===== config.mk =====
export PLATFORM = sky130hd
export DESIGN_NAME = prefetch_buffer_flat
export DESIGN_NICKNAME = d
export VERILOG_FILES = /design/src/rtl/prefetch_pkg.sv /design/src/rtl/prefetch_buffer_if.sv /design/src/rtl/prefetch_ptr.sv /design/src/rtl/prefetch_buffer.sv /design/src/flat_wrapper.sv
export SDC_FILE = /design/constraint.sdc
export NUM_CORES = 1
export LEC_CHECK = 0
export ABC_AREA = 0
export CAP_MARGIN = 25
export CORE_UTILIZATION = 30
export CTS_CLUSTER_SIZE = 28
export DETAILED_ROUTE_END_ITERATION = 16
export GPL_TIMING_DRIVEN = 1
export SLEW_MARGIN = 10
export SYNTH_ARGS = -nofsm -noshare
export SYNTH_HDL_FRONTEND = slang
export SYNTH_SLANG_ARGS = --single-unit

===== constraint.sdc =====
create_clock -name clk -period 3.29 [get_ports clk]
set_clock_uncertainty 0.2 [all_clocks]
set_input_delay 0.658 -clock clk [delete_from_list [all_inputs] [get_ports clk]]
set_output_delay 0.658 -clock clk [all_outputs]
set_load 0.02 [all_outputs]

===== src/rtl/prefetch_pkg.sv =====
// prefetch_pkg: shared defaults, width helper and parameter legality check for the prefetch buffer
package prefetch_pkg;

   localparam int DATA_W_DEF   = 8;
   localparam int DEPTH_DEF    = 4;
   localparam int AF_LEVEL_DEF = DEPTH_DEF - 1;
   localparam int AE_LEVEL_DEF = 1;

   function automatic int clog2_depth(input int depth);
      return $clog2(depth);
   endfunction

   function automatic bit params_ok(input int data_w, input int depth, input int af, input int ae);
      return data_w >= 1 && depth >= 2 && (depth & (depth - 1)) == 0 &&
             af >= 1 && af <= depth && ae >= 0 && ae <= depth - 1;
   endfunction

endpackage


===== src/rtl/prefetch_buffer_if.sv =====
// prefetch_buffer_if: producer/consumer handshakes plus status outputs of the prefetch buffer
interface prefetch_buffer_if
   import prefetch_pkg::*;
#(
   parameter int DATA_W = DATA_W_DEF,
   parameter int DEPTH  = DEPTH_DEF
);
   localparam int CW = clog2_depth(DEPTH) + 1;

   logic              flush;
   logic              in_valid;
   logic              in_ready;
   logic [DATA_W-1:0] in_data;
   logic              out_valid;
   logic              out_ready;
   logic [DATA_W-1:0] out_data;
   logic [CW-1:0]     count;
   logic              almost_full;
   logic              almost_empty;
   logic [CW-1:0]     hwm;
   logic              overflow;

   modport master (
      output flush, in_valid, in_data, out_ready,
      input  in_ready, out_valid, out_data, count, almost_full, almost_empty, hwm, overflow
   );

   modport slave (
      input  flush, in_valid, in_data, out_ready,
      output in_ready, out_valid, out_data, count, almost_full, almost_empty, hwm, overflow
   );

endinterface


===== src/rtl/prefetch_ptr.sv =====
// prefetch_ptr: wrapping pointer register with increment and synchronous clear
module prefetch_ptr #(
   parameter int W = 2
) (
   input  logic         clk,
   input  logic         rst_n,
   input  logic         i_inc,
   input  logic         i_clr,
   output logic [W-1:0] o_ptr
);

   logic [W-1:0] r_ptr;

   // clear wins over increment; the natural wrap handles DEPTH-1 -> 0
   always_ff @(posedge clk or negedge rst_n) begin
      if (!rst_n)     r_ptr <= '0;
      else if (i_clr) r_ptr <= '0;
      else if (i_inc) r_ptr <= r_ptr + 1'b1;
   end

   assign o_ptr = r_ptr;

endmodule


===== src/rtl/prefetch_buffer.sv =====
// prefetch_buffer: show-ahead queue with flush, watermarks, occupancy, high-water mark and sticky overflow
module prefetch_buffer
   import prefetch_pkg::*;
#(
   parameter int DATA_W   = DATA_W_DEF,
   parameter int DEPTH    = DEPTH_DEF,
   parameter int AF_LEVEL = DEPTH - 1,
   parameter int AE_LEVEL = AE_LEVEL_DEF
) (
   input logic              clk,
   input logic              rst_n,
   prefetch_buffer_if.slave bus
);

   localparam int PW = clog2_depth(DEPTH);
   localparam int CW = PW + 1;

   if (!params_ok(DATA_W, DEPTH, AF_LEVEL, AE_LEVEL)) begin : g_bad_params
      $error("prefetch_buffer: illegal DATA_W/DEPTH/AF_LEVEL/AE_LEVEL combination");
   end

   logic [DATA_W-1:0] r_mem [DEPTH];
   logic [CW-1:0]     r_count;
   logic [CW-1:0]     r_hwm;
   logic              r_ovf;
   logic [PW-1:0]     w_head;
   logic [PW-1:0]     w_tail;
   logic              w_push;
   logic              w_pop;
   logic [CW-1:0]     w_count_nxt;

   // a full buffer still accepts when the consumer drains in the same cycle
   assign bus.in_ready     = (r_count != CW'(DEPTH)) | bus.out_ready;
   assign bus.out_valid    = (r_count != '0);
   assign bus.out_data     = r_mem[w_head];
   assign bus.count        = r_count;
   assign bus.almost_full  = (r_count >= CW'(AF_LEVEL));
   assign bus.almost_empty = (r_count <= CW'(AE_LEVEL));
   assign bus.hwm          = r_hwm;
   assign bus.overflow     = r_ovf;

   assign w_push      = bus.in_valid & bus.in_ready & ~bus.flush;
   assign w_pop       = bus.out_valid & bus.out_ready & ~bus.flush;
   assign w_count_nxt = r_count + CW'(w_push) - CW'(w_pop);

   prefetch_ptr #(.W(PW)) u_head (
      .clk   (clk),
      .rst_n (rst_n),
      .i_inc (w_pop),
      .i_clr (bus.flush),
      .o_ptr (w_head)
   );

   prefetch_ptr #(.W(PW)) u_tail (
      .clk   (clk),
      .rst_n (rst_n),
      .i_inc (w_push),
      .i_clr (bus.flush),
      .o_ptr (w_tail)
   );

   // storage is deliberately unreset; out_data is only meaningful while out_valid
   always_ff @(posedge clk) begin
      if (w_push) r_mem[w_tail] <= bus.in_data;
   end

   // occupancy, high-water mark and sticky overflow, all cleared by flush
   always_ff @(posedge clk or negedge rst_n) begin
      if (!rst_n) begin
         r_count <= '0;
         r_hwm   <= '0;
         r_ovf   <= 1'b0;
      end else if (bus.flush) begin
         r_count <= '0;
         r_hwm   <= '0;
         r_ovf   <= 1'b0;
      end else begin
         r_count <= w_count_nxt;
         r_hwm   <= (w_count_nxt > r_hwm) ? w_count_nxt : r_hwm;
         r_ovf   <= r_ovf | (bus.in_valid & ~bus.in_ready);
      end
   end

endmodule


===== src/flat_wrapper.sv =====
// flat-port wrapper written by rule: the top's interface ports become plain ports
module prefetch_buffer_flat import prefetch_pkg::*;
#(
   parameter int DATA_W   = DATA_W_DEF,
   parameter int DEPTH    = DEPTH_DEF,
   parameter int AF_LEVEL = DEPTH - 1,
   parameter int AE_LEVEL = AE_LEVEL_DEF
)
  (clk, rst_n, bus_flush, bus_in_valid, bus_in_data, bus_out_ready, bus_in_ready, bus_out_valid, bus_out_data, bus_count, bus_almost_full, bus_almost_empty, bus_hwm, bus_overflow);
  prefetch_buffer_if #(.DATA_W(DATA_W), .DEPTH(DEPTH)) bus_i ();
  input logic clk;
  input logic rst_n;
  input wire logic [$bits(bus_i.flush)-1:0] bus_flush;
  input wire logic [$bits(bus_i.in_valid)-1:0] bus_in_valid;
  input wire logic [$bits(bus_i.in_data)-1:0] bus_in_data;
  input wire logic [$bits(bus_i.out_ready)-1:0] bus_out_ready;
  output wire logic [$bits(bus_i.in_ready)-1:0] bus_in_ready;
  output wire logic [$bits(bus_i.out_valid)-1:0] bus_out_valid;
  output wire logic [$bits(bus_i.out_data)-1:0] bus_out_data;
  output wire logic [$bits(bus_i.count)-1:0] bus_count;
  output wire logic [$bits(bus_i.almost_full)-1:0] bus_almost_full;
  output wire logic [$bits(bus_i.almost_empty)-1:0] bus_almost_empty;
  output wire logic [$bits(bus_i.hwm)-1:0] bus_hwm;
  output wire logic [$bits(bus_i.overflow)-1:0] bus_overflow;
  assign bus_i.flush = bus_flush;
  assign bus_i.in_valid = bus_in_valid;
  assign bus_i.in_data = bus_in_data;
  assign bus_i.out_ready = bus_out_ready;
  assign bus_in_ready = bus_i.in_ready;
  assign bus_out_valid = bus_i.out_valid;
  assign bus_out_data = bus_i.out_data;
  assign bus_count = bus_i.count;
  assign bus_almost_full = bus_i.almost_full;
  assign bus_almost_empty = bus_i.almost_empty;
  assign bus_hwm = bus_i.hwm;
  assign bus_overflow = bus_i.overflow;
  prefetch_buffer #(.DATA_W(DATA_W), .DEPTH(DEPTH), .AF_LEVEL(AF_LEVEL), .AE_LEVEL(AE_LEVEL)) u_core (.clk(clk), .rst_n(rst_n), .bus(bus_i));
endmodule

### Word level (Yosys, flattened, before mapping)

Memories as Yosys holds them, arrays and structs flattened.
Cells that the tools add are included.

| cells by class | value |
|---|---|
| add/sub/neg operators | 4 |
| $lt $le $gt $ge | 3 |
| equal/unequal tests | 1 |
| mux-type cells | 10 |
| bitwise operators | 9 |
| reduce and logical (&&, ||, !) cells | 4 |

Operator list:

| kind | count |
|---|---|
| 3-bit two-way mux | 3 |
| 2-bit two-way mux | 4 |
| 2-bit nonzero test | 3 |
| 1-bit AND | 5 |
| 2-bit by 1-bit adder with 2-bit output (second input constant) | 2 |
| 3-bit by 1-bit adder with 3-bit output | 1 |
| 3-bit by 2-bit >= comparator with 1-bit output (second input constant) | 1 |
| 3-bit > comparator | 1 |
| 3-bit by 1-bit less-or-equal comparator with 1-bit output (second input constant) | 1 |
| 1-bit two-way mux | 3 |
| 3-bit inequality test (second input constant) | 1 |
| 3-bit nonzero test | 1 |
| 3-bit by 1-bit subtractor with 3-bit output | 1 |
| 1-bit inverter | 2 |
| 1-bit bitwise OR | 2 |

| storage, ports and cells | value |
|---|---|
| register bits after elaboration | 11 |
| memory bits (writable) | 32 |
| input port bits | 13 |
| output and inout port bits | 19 |
| word-level logic and storage cells | 37 |
| memories kept | 1 |

Memories:

| name | words | width | read ports | clocked after Yosys merged registers in | wr ports | line | text |
|---|---|---|---|---|---|---|---|
| u_core.r_mem | 4 | 8 | 1 | 0 | 1 | prefetch_buffer.sv:22 | `logic [DATA_W-1:0] r_mem [DEPTH];` |

### Longest topological paths before layout

Gate-level depths: netlist of the first run.

| depth | value |
|---|---|
| word-level depth | 9 |
| depth in mapped cells | 14 |
| gate-level depth less buffers | 14 |

### By module

From an unflattened synthesis of the first run, not the netlist that was laid out.

| second synthesis, totals | value |
|---|---|
| cells, all modules | 111 |
| area total of the unflattened synthesis | 1868.0 sq um |

Modules (own cells, without submodules):

| module | times used | cells each | area an instance (sq um) | sequential area each (sq um) |
|---|---|---|---|---|
| prefetch_buffer | 1 | 97 | 1690.4 | 1136.1 |
| prefetch_ptr | 2 | 7 | 88.8 | 50.0 |

### Least setup slack after synthesis of the first run

Ideal clock, no wire load.

| timing path | value |
|---|---|
| path kind | reg2reg |
| start | register u_core.r_count[1] (netlist: u_core.bus.count[1]) |
| end | register u_core.r_hwm[0] (netlist: u_core.bus.hwm[0]) |
| setup time | 0.128 ns |
| arrival | 3.185 ns |
| data required time | 2.962 ns |
| path slack | -0.222 ns |
| stages on the path, launching flop included | 15 |
| buffers on the path | 0 |
| clock period less this slack | 3.512 ns |
| cell sequence | dfrtp_1 -> or3_4 -> nand2_1 -> nor2_1 -> ha_1 -> inv_1 -> ha_1 -> inv_1 -> fa_1 -> inv_1 -> ha_1 -> nor2b_1 -> o21a_1 -> o21ai_2 -> mux2_1 |

| between the ends | value |
|---|---|
| elaborated cells on any way between the ends | 13 |
| those cells by class | add/sub: 2; order compare: 1; eq/ne: 1; mux: 2; bitwise: 5; reduce/logical: 2 |

RTL lines:

| what | line | text |
|---|---|---|
| start, declared | prefetch_buffer.sv:23 | `logic [CW-1:0] r_count;` |
| start signal, assigned | prefetch_buffer.sv:78 | `r_count <= w_count_nxt;` |
| 3-bit nonzero test (*) | prefetch_buffer.sv:34 | `assign bus.out_valid = (r_count != '0);` |
| net bus_out_valid | flat_wrapper.sv:18 | `output wire logic [$bits(bus_i.out_valid)-1:0] bus_out_valid;` |
| 1-bit AND (*) (2 in series) | prefetch_buffer.sv:43 | `assign w_pop = bus.out_valid & bus.out_ready & ~bus.flush;` |
| 3-bit by 1-bit subtractor with 3-bit output (*) | prefetch_buffer.sv:44 | `assign w_count_nxt = r_count + CW'(w_push) - CW'(w_pop);` |
| 3-bit > comparator / 3-bit two-way mux (equally long branches) | prefetch_buffer.sv:79 | `r_hwm <= (w_count_nxt > r_hwm) ? w_count_nxt : r_hwm;` |
| 2-bit nonzero test (no source line) / 3-bit two-way mux (equally long branches) | -- |  |
| end signal, assigned | prefetch_buffer.sv:79 |  |
| end, declared | prefetch_buffer.sv:24 | `logic [CW-1:0] r_hwm;` |

Mark *: on every way through the listed nets, which the timed path passes. The rest lies on a longest branch. The select of a mux whose other input is x is not followed.
A chain may end at the register's enable or synchronous reset.

### Final worst setup path of the first run

| timing path | value |
|---|---|
| start | register u_core.r_count[1] (netlist: u_core.bus.count[1]) |
| end | register u_core.r_hwm[0] (netlist: u_core.bus.hwm[0]) |

| between the ends | value |
|---|---|
| cells in the longest elaborated chain, start to end | 8 |
| elaborated cells on any way between the ends | 13 |
| those cells by class | add/sub: 2; order compare: 1; eq/ne: 1; mux: 2; bitwise: 5; reduce/logical: 2 |

Ends and longest elaborated chain:

| what | line | text |
|---|---|---|
| 3-bit inequality test | prefetch_buffer.sv:33 | `assign bus.in_ready = (r_count != CW'(DEPTH)) \| bus.out_ready;` |
| 1-bit bitwise OR | prefetch_buffer.sv:33 |  |
| 1-bit AND (2 in series) | prefetch_buffer.sv:42 | `assign w_push = bus.in_valid & bus.in_ready & ~bus.flush;` |
| 3-bit by 1-bit adder with 3-bit output | prefetch_buffer.sv:44 |  |
| 3-bit by 1-bit subtractor with 3-bit output (*) | prefetch_buffer.sv:44 |  |
| 3-bit > comparator / 3-bit two-way mux (equally long branches) | prefetch_buffer.sv:79 |  |
| 2-bit nonzero test (no source line) / 3-bit two-way mux (equally long branches) | -- |  |

Every way passes the cells marked *; elsewhere a longest branch is shown, timed or not. The select of a mux whose other input is x is not followed.

==> run metrics, run 1 <==
endpoint class of the critical path register; drt wl/cell 15.12 um; syn_nets 145; initial antenna violation count 0; CP arrival 3380 ps; Initial Utilization 31.77%; fin crit share 103.3%; Via Count 1122; Reg-to-Reg Start u_core.bus.count[1]$_DFF_PN0_; DRC viols 0; Die X 81.88 um; PortBufs 31; Req. time, crit path 3270 ps; xor/xnor share of the synthesized area 1.830%; RSZ-0062 raised after global routing true; worst r2r path cells 14; Post-CTS Hold Fix Bufs 0; Final TNS setup -313.5 ps; synthesized area per cell 16.09 um2; MaxCap Viol Count 0; synthesis-stage register bit count 43; Hold Path Class register to register; multiplexer share of the synthesized area 11.18%; final hold viol count 0; crit start category register; PnR worst setup slack -108.3 ps; adder-cell share of the synthesized area 8.889%; row cnt 28; crit path launch u_core.bus.count[1]$_DFF_PN0_; CTS root buffer clkbuf_8; clock sinks 43; Skew-Pair Late Insertion Delay 290 ps; Reg clk slew, reported paths 80 ps; crit path kind register to register; P_leak 0.0009872 uW; largest family of logic cells by synthesized area multiplexers; Vias/cell 4.543; antenna-violating nets left 0; min cycle time layout 3398 ps; register area share after synthesis 64.58%; initial DRC count 42; GRT Total Usage 12.73%; core area 6026 um2; gpl congestion 0.8802; worst-margin pin slew 570.7 ps; Hold Crit Depth 2; cts bufs inserted 5; Die Ht 81.88 um; setup violators final 3; status complete, but fails checks; final cell count without fillers 247; P&R area growth vs syn 36.21%; VDD IR max 0.0003966 V; share of cells above drive strength 1 30.81%; Placed Instances 236; Reg-to-Reg End u_core.bus.hwm[0]$_DFFE_PN0P_; Max Root-Sink Buffers 2; I/O Pins 32; Max Slew Vio Count 0; Synth Area in Compound Gates 2.157%; PD cells 733.2 nW/um2; Slew headroom 61.95%; # diodes 0; flop-to-flop setup slack -110 ps; Total Nets Final 197; Unique masters post-synth 26; cells after synthesis 119; maximum fanout along the worst path 3; Syn Std Cell Area 1914 um2; CTS tree done; largest net degree at the start of global routing 16; FMAX 0.2943 GHz; fill count 552; Yosys warnings 0; failing checks negative setup slack; GRT Residual Overflow 0; post-synthesis simple-gate area fraction 8.301%; H-tree depth 2; crit path capture u_core.bus.hwm[0]$_DFFE_PN0P_; first drt pass iteration count 4; Die ar. 6704 um2; vias in the first global route 1282; DP Wirelength 2694 um; first-pass GRT wire length 6161 um; total routed wirelength 3734 um
worst min path at each step:
stage                                             start                            end  slack (ps)
after CTS                 u_core.bus.overflow$_DFF_PN0_  u_core.bus.overflow$_DFF_PN0_         340
final                     u_core.bus.overflow$_DFF_PN0_  u_core.bus.overflow$_DFF_PN0_         340
after detailed placement  u_core.bus.overflow$_DFF_PN0_  u_core.bus.overflow$_DFF_PN0_         300
after floorplan                                   rst_n  u_core.bus.count[0]$_DFF_PN0_         160
after global placement    u_core.bus.overflow$_DFF_PN0_  u_core.bus.overflow$_DFF_PN0_         300
after global routing      u_core.bus.overflow$_DFF_PN0_  u_core.bus.overflow$_DFF_PN0_         390
registers in the layout, summed over array words and instances (netlist names):
name	flops
u_core.bus.count	3
u_core.bus.hwm	3
u_core.bus.overflow	1
u_core.r_mem	32
u_core.u_head.o_ptr	2
u_core.u_tail.o_ptr	2
cells by family after synthesis:
family,count (synthesis)
DFF,43
and+or+nand+nor,27
buffers and inverters,15
adders and majority gates,13
muxes,11
AOI/OAI and AO/OA,6
xor gates and xnor gates,4
report_power, final:
part           total [uW]  switching (uW)  leakage [uW]  internal, uW
clock                 333             182     0.0000443           152
combinational         897             427      0.000507           470
sequential            682            49.3      0.000436           632
stage by stage:
stage / hold slack (ps) / util [%] / instance area (um2) / worst slack [ps] / total power (uW)
3_3_place_gp: 297.4 / 40.07 / 2415 / -441.6 / 1400
6_report: 336.0 / 43.27 / 2608 / -108.3 / 1912
4_1_cts: 335.8 / 42.40 / 2555 / -140.7 / 1881
3_5_place_dp: 296.2 / 40.07 / 2415 / -584.8 / 1441
5_1_grt: 391.6 / 43.27 / 2608 / -188.6 / 2028
2_1_floorplan: 162.4 / - / 1919 / -157.5 / 1131
critical path: stages, from the launching register on:
cell and delay, ps:
dfrtp_2 410, or3_4 410, nand2_4 80, nor2_4 40
ha_4 250, inv_4 50, ha_4 120, inv_2 30
fa_1 520, inv_2 60, ha_4 240, nor2b_4 120
o21a_1 200, o21ai_4 220, mux2_4 320
cell usage after synthesis:
master	count	area share (%)
and2_1	4	1.3
a21oi_1	2	0.52
nand2_2	1	0.33
xnor2_1	1	0.46
ha_1	12	7.8
nor2_1	9	1.8
buf_1	1	0.20
mux4_2	8	9.4
inv_2	1	0.20
fa_1	1	1.0
o21ai_2	1	0.46
nor4_4	1	1.1
nand3_1	3	0.78
buf_2	2	0.52
nand2_1	4	0.78
nor3b_2	1	0.65
dfrtp_1	11	14
o21ai_0	1	0.26
nor2b_1	3	0.98
mux2_1	3	1.8
o21a_1	1	0.39
inv_1	11	2.2
a32o_1	1	0.52
or3_4	1	0.59
xor2_1	3	1.4
edfxtp_1	32	50
final cells by class:
cell class	instances	area [um2]	share of cell area, %
well taps	75	93.84	3.599
inverters	12	47.55	1.823
clock buffers	5	68.82	2.639
clock inverters	3	25.02	0.9597
multi-input cells	61	698.2	26.78
flip-flops and latches	43	1239	47.50
repair buffers	48	435.4	16.70
per-layer routing:
metal	GRT usage (%)	part of all wire (%)
met4	4.211	1.7
met5	0	0
met2	22.07	50
met1	15.05	43
met3	3.667	4.4
timing repair:
action                     CTS  global route
pin swaps                    5             7
setup endpoints to repair    3             3
buffers inserted             1             2
gates resized for setup     11             7
gates cloned                 0             0
layout by cell type, fill, tap and decap left out, drive strengths merged, types with 4 or more instances in the layout:
cell	synthesis	routed
and2	4	4
nand2	5	5
ha	12	12
edfxtp	32	32
inv	12	12
buf	3	17
clkdlybuf4s50	0	29
clkbuf	0	5
dfrtp	11	11
nor2	9	9
mux4	8	8
(Power assumes the default switching activity.)
==> run 2: changes to the inputs <==
Settings changed: CORE_MARGIN set to 2, HOLD_SLACK_MARGIN set to 0.15, SLEW_MARGIN 10 to 20.
==> run 2 against run 1 <==
  * The run still ends with negative setup slack left
  * Combinational power decreased by 3.3%
  * Sequential share of layout area increased by 0.068 points
  * Non-clock buffer count decreased by 1
  * Count of clock-buffer cells in the layout increased by 1
  * Final area decreased by 0.14%
  * First-iteration DRC count increased by 21%
  * Total power increased by 5.8%
==> run metrics, run 2 (synthesis results as in run 1) <==
Skew-Pair Late Insertion Delay 290 ps (about the same); top metal layer carrying routed signals met4 (unchanged); Die Ht 83.88 um (was 81.88 um); maximum fanout along the worst path 3 (unchanged); initial antenna violation count 0 (unchanged); MaxCap Viol Count 0 (unchanged); P_leak 0.0009967 uW (was 0.0009872 uW); first-pass GRT wire length 6003 um (was 6161 um); max reg flops 32 (unchanged); H-tree depth 2 (unchanged); wire length on met2 1889 um (was 1885 um); share of cells above drive strength 1 28.07% (was 30.81%); CTS tree done (unchanged); endpoint class of the critical path register (unchanged); cts bufs inserted 5 (unchanged); FMAX 0.3012 GHz (was 0.2943 GHz); Req. time, crit path 3270 ps (about the same); PD cells 776.8 nW/um2 (was 733.2 nW/um2); RSZ-0062 raised after global routing true (unchanged); Max Slew Vio Count 0 (unchanged); commonest non-fill, non-tap cell in the layout edfxtp_1 (unchanged); antenna-violating nets left 0 (unchanged); Initial Utilization 30.50% (was 31.77%); core area 6277 um2 (was 6026 um2); largest reg by FF count u_core.r_mem (unchanged); PnR worst setup slack -30.30 ps (was -108.3 ps); DRC viols 0 (unchanged); commonest cells after routing, fill and taps aside 32 x edfxtp_1, 29 x clkdlybuf4s50_1, 16 x buf_4 (was 32 x edfxtp_1, 29 x clkdlybuf4s50_1, 17 x buf_4); drt wl/cell 14.80 um (was 15.12 um); fin crit share 100.9% (was 103.3%); Fin Hold WS 353.3 ps (was 336.0 ps); I/O Pins 32 (unchanged); vias in the first global route 1263 (was 1282); PortBufs 31 (unchanged); crit path kind register to register (unchanged); Reg clk slew, reported paths 80 ps (about the same); VDD IR max 0.0004171 V (was 0.0003966 V); failing checks negative setup slack (unchanged); P&R area growth vs syn 36.01% (was 36.21%); Max Root-Sink Buffers 2 (unchanged); worst-margin pin slew 564.0 ps (was 570.7 ps); Hold Path Class register to register (unchanged); # diodes 0 (unchanged); Die X 83.88 um (was 81.88 um); Die ar. 7036 um2 (was 6704 um2); metal1 wirelength 1528 um (was 1622 um); status complete, but fails checks (unchanged); Via Count 1133 (was 1122); Slew headroom 62.28% (was 61.95%); DP Wirelength 2606 um (was 2694 um); first drt pass iteration count 4 (unchanged); GRT Total Usage 11.30% (was 12.73%); final hold viol count 0 (unchanged); routed wl met3 174 um (was 164 um); Total Nets Final 196 (was 197); row cnt 29 (was 28); Vias/cell 4.569 (was 4.543); crit start category register (unchanged); CTS root buffer clkbuf_8 (unchanged); total routed wirelength 3671 um (was 3734 um); CP arrival 3300 ps (was 3380 ps); GRT Residual Overflow 0 (unchanged); largest net degree at the start of global routing 14 (was 16); setup violators final 3 (unchanged); fill count 574 (was 552); dpl ws -570.4 ps (was -584.8 ps); min cycle time layout 3320 ps (was 3398 ps); clock sinks 43 (unchanged); overall power consumption 2023 uW (was 1912 uW); gpl congestion 0.8226 (was 0.8802); initial DRC count 51 (was 42)
run 2: path summary, 6_finish.rpt:
kind	from	end	slack [ps]	cells after the start
worst max register to register	u_core.bus.count[1]$_DFF_PN0_	u_core.bus.hwm[1]$_DFFE_PN0P_	-30	14
worst max-delay path	u_core.bus.count[1]$_DFF_PN0_	u_core.bus.hwm[1]$_DFFE_PN0P_	-30	14
min in group asynchronous	rst_n	u_core.bus.hwm[2]$_DFFE_PN0P_	530	1
worst min register to register	u_core.bus.overflow$_DFF_PN0_	u_core.bus.overflow$_DFF_PN0_	350	2
worst min-delay path	u_core.bus.overflow$_DFF_PN0_	u_core.bus.overflow$_DFF_PN0_	350	2
max in group asynchronous	rst_n	u_core.bus.count[1]$_DFF_PN0_	1960	1
run 2: metal layers:
metal,global-route usage (%),vias to the layer above
met5,0,-
met4,5.279,0
met3,2.671,10
met2,19.93,37
met1,12.87,557
li1,-,529
run 2: critical path, cell delays in order, from the launching register on:
cell,delay [ps]
dfrtp_2,410
or3_4,370
nand2_2,70
nor2_1,40
ha_1,260
inv_1,70
ha_2,170
inv_2,30
fa_1,510
inv_2,50
ha_4,210
nor2b_4,120
o21a_1,190
o21ai_4,190
mux2_4,320
run 2: repair_timing:
item | 4_1_cts | 5_1_grt
resized for setup | 11 | 0
pin swaps | 1 | 0
setup endpoints to repair | 3 | 3
setup buffers | 3 | 0
hold buffers | 0 | 0
run 2: through the flow:
stage               TNS, ps  cell area (um2)  cells  utilization, %
finish               -81.62             2604    248           41.48
global route         -492.4             2604    248           41.48
CTS                  -106.5             2604    248           41.48
detailed placement    -1683             2410    237           38.39
global placement      -1296             2410    237           38.39
floorplan            -472.5             1919    119               -
run 2: area by class of cell:
class,instances,area (um2),share of cell area [%]
multi-input combinational,61,663.1,25.47
inverter,12,45.04,1.730
clock buffer,6,72.57,2.787
tap,77,96.34,3.700
clock inverter,2,60.06,2.307
timing repair buffer,47,427.9,16.43
sequential,43,1239,47.57
run 2: where the power goes:
group          switching, uW  internal (uW)  leakage, uW
combinational            402            465     0.000495
clock                    173            303    0.0000654
sequential              46.7            632     0.000436
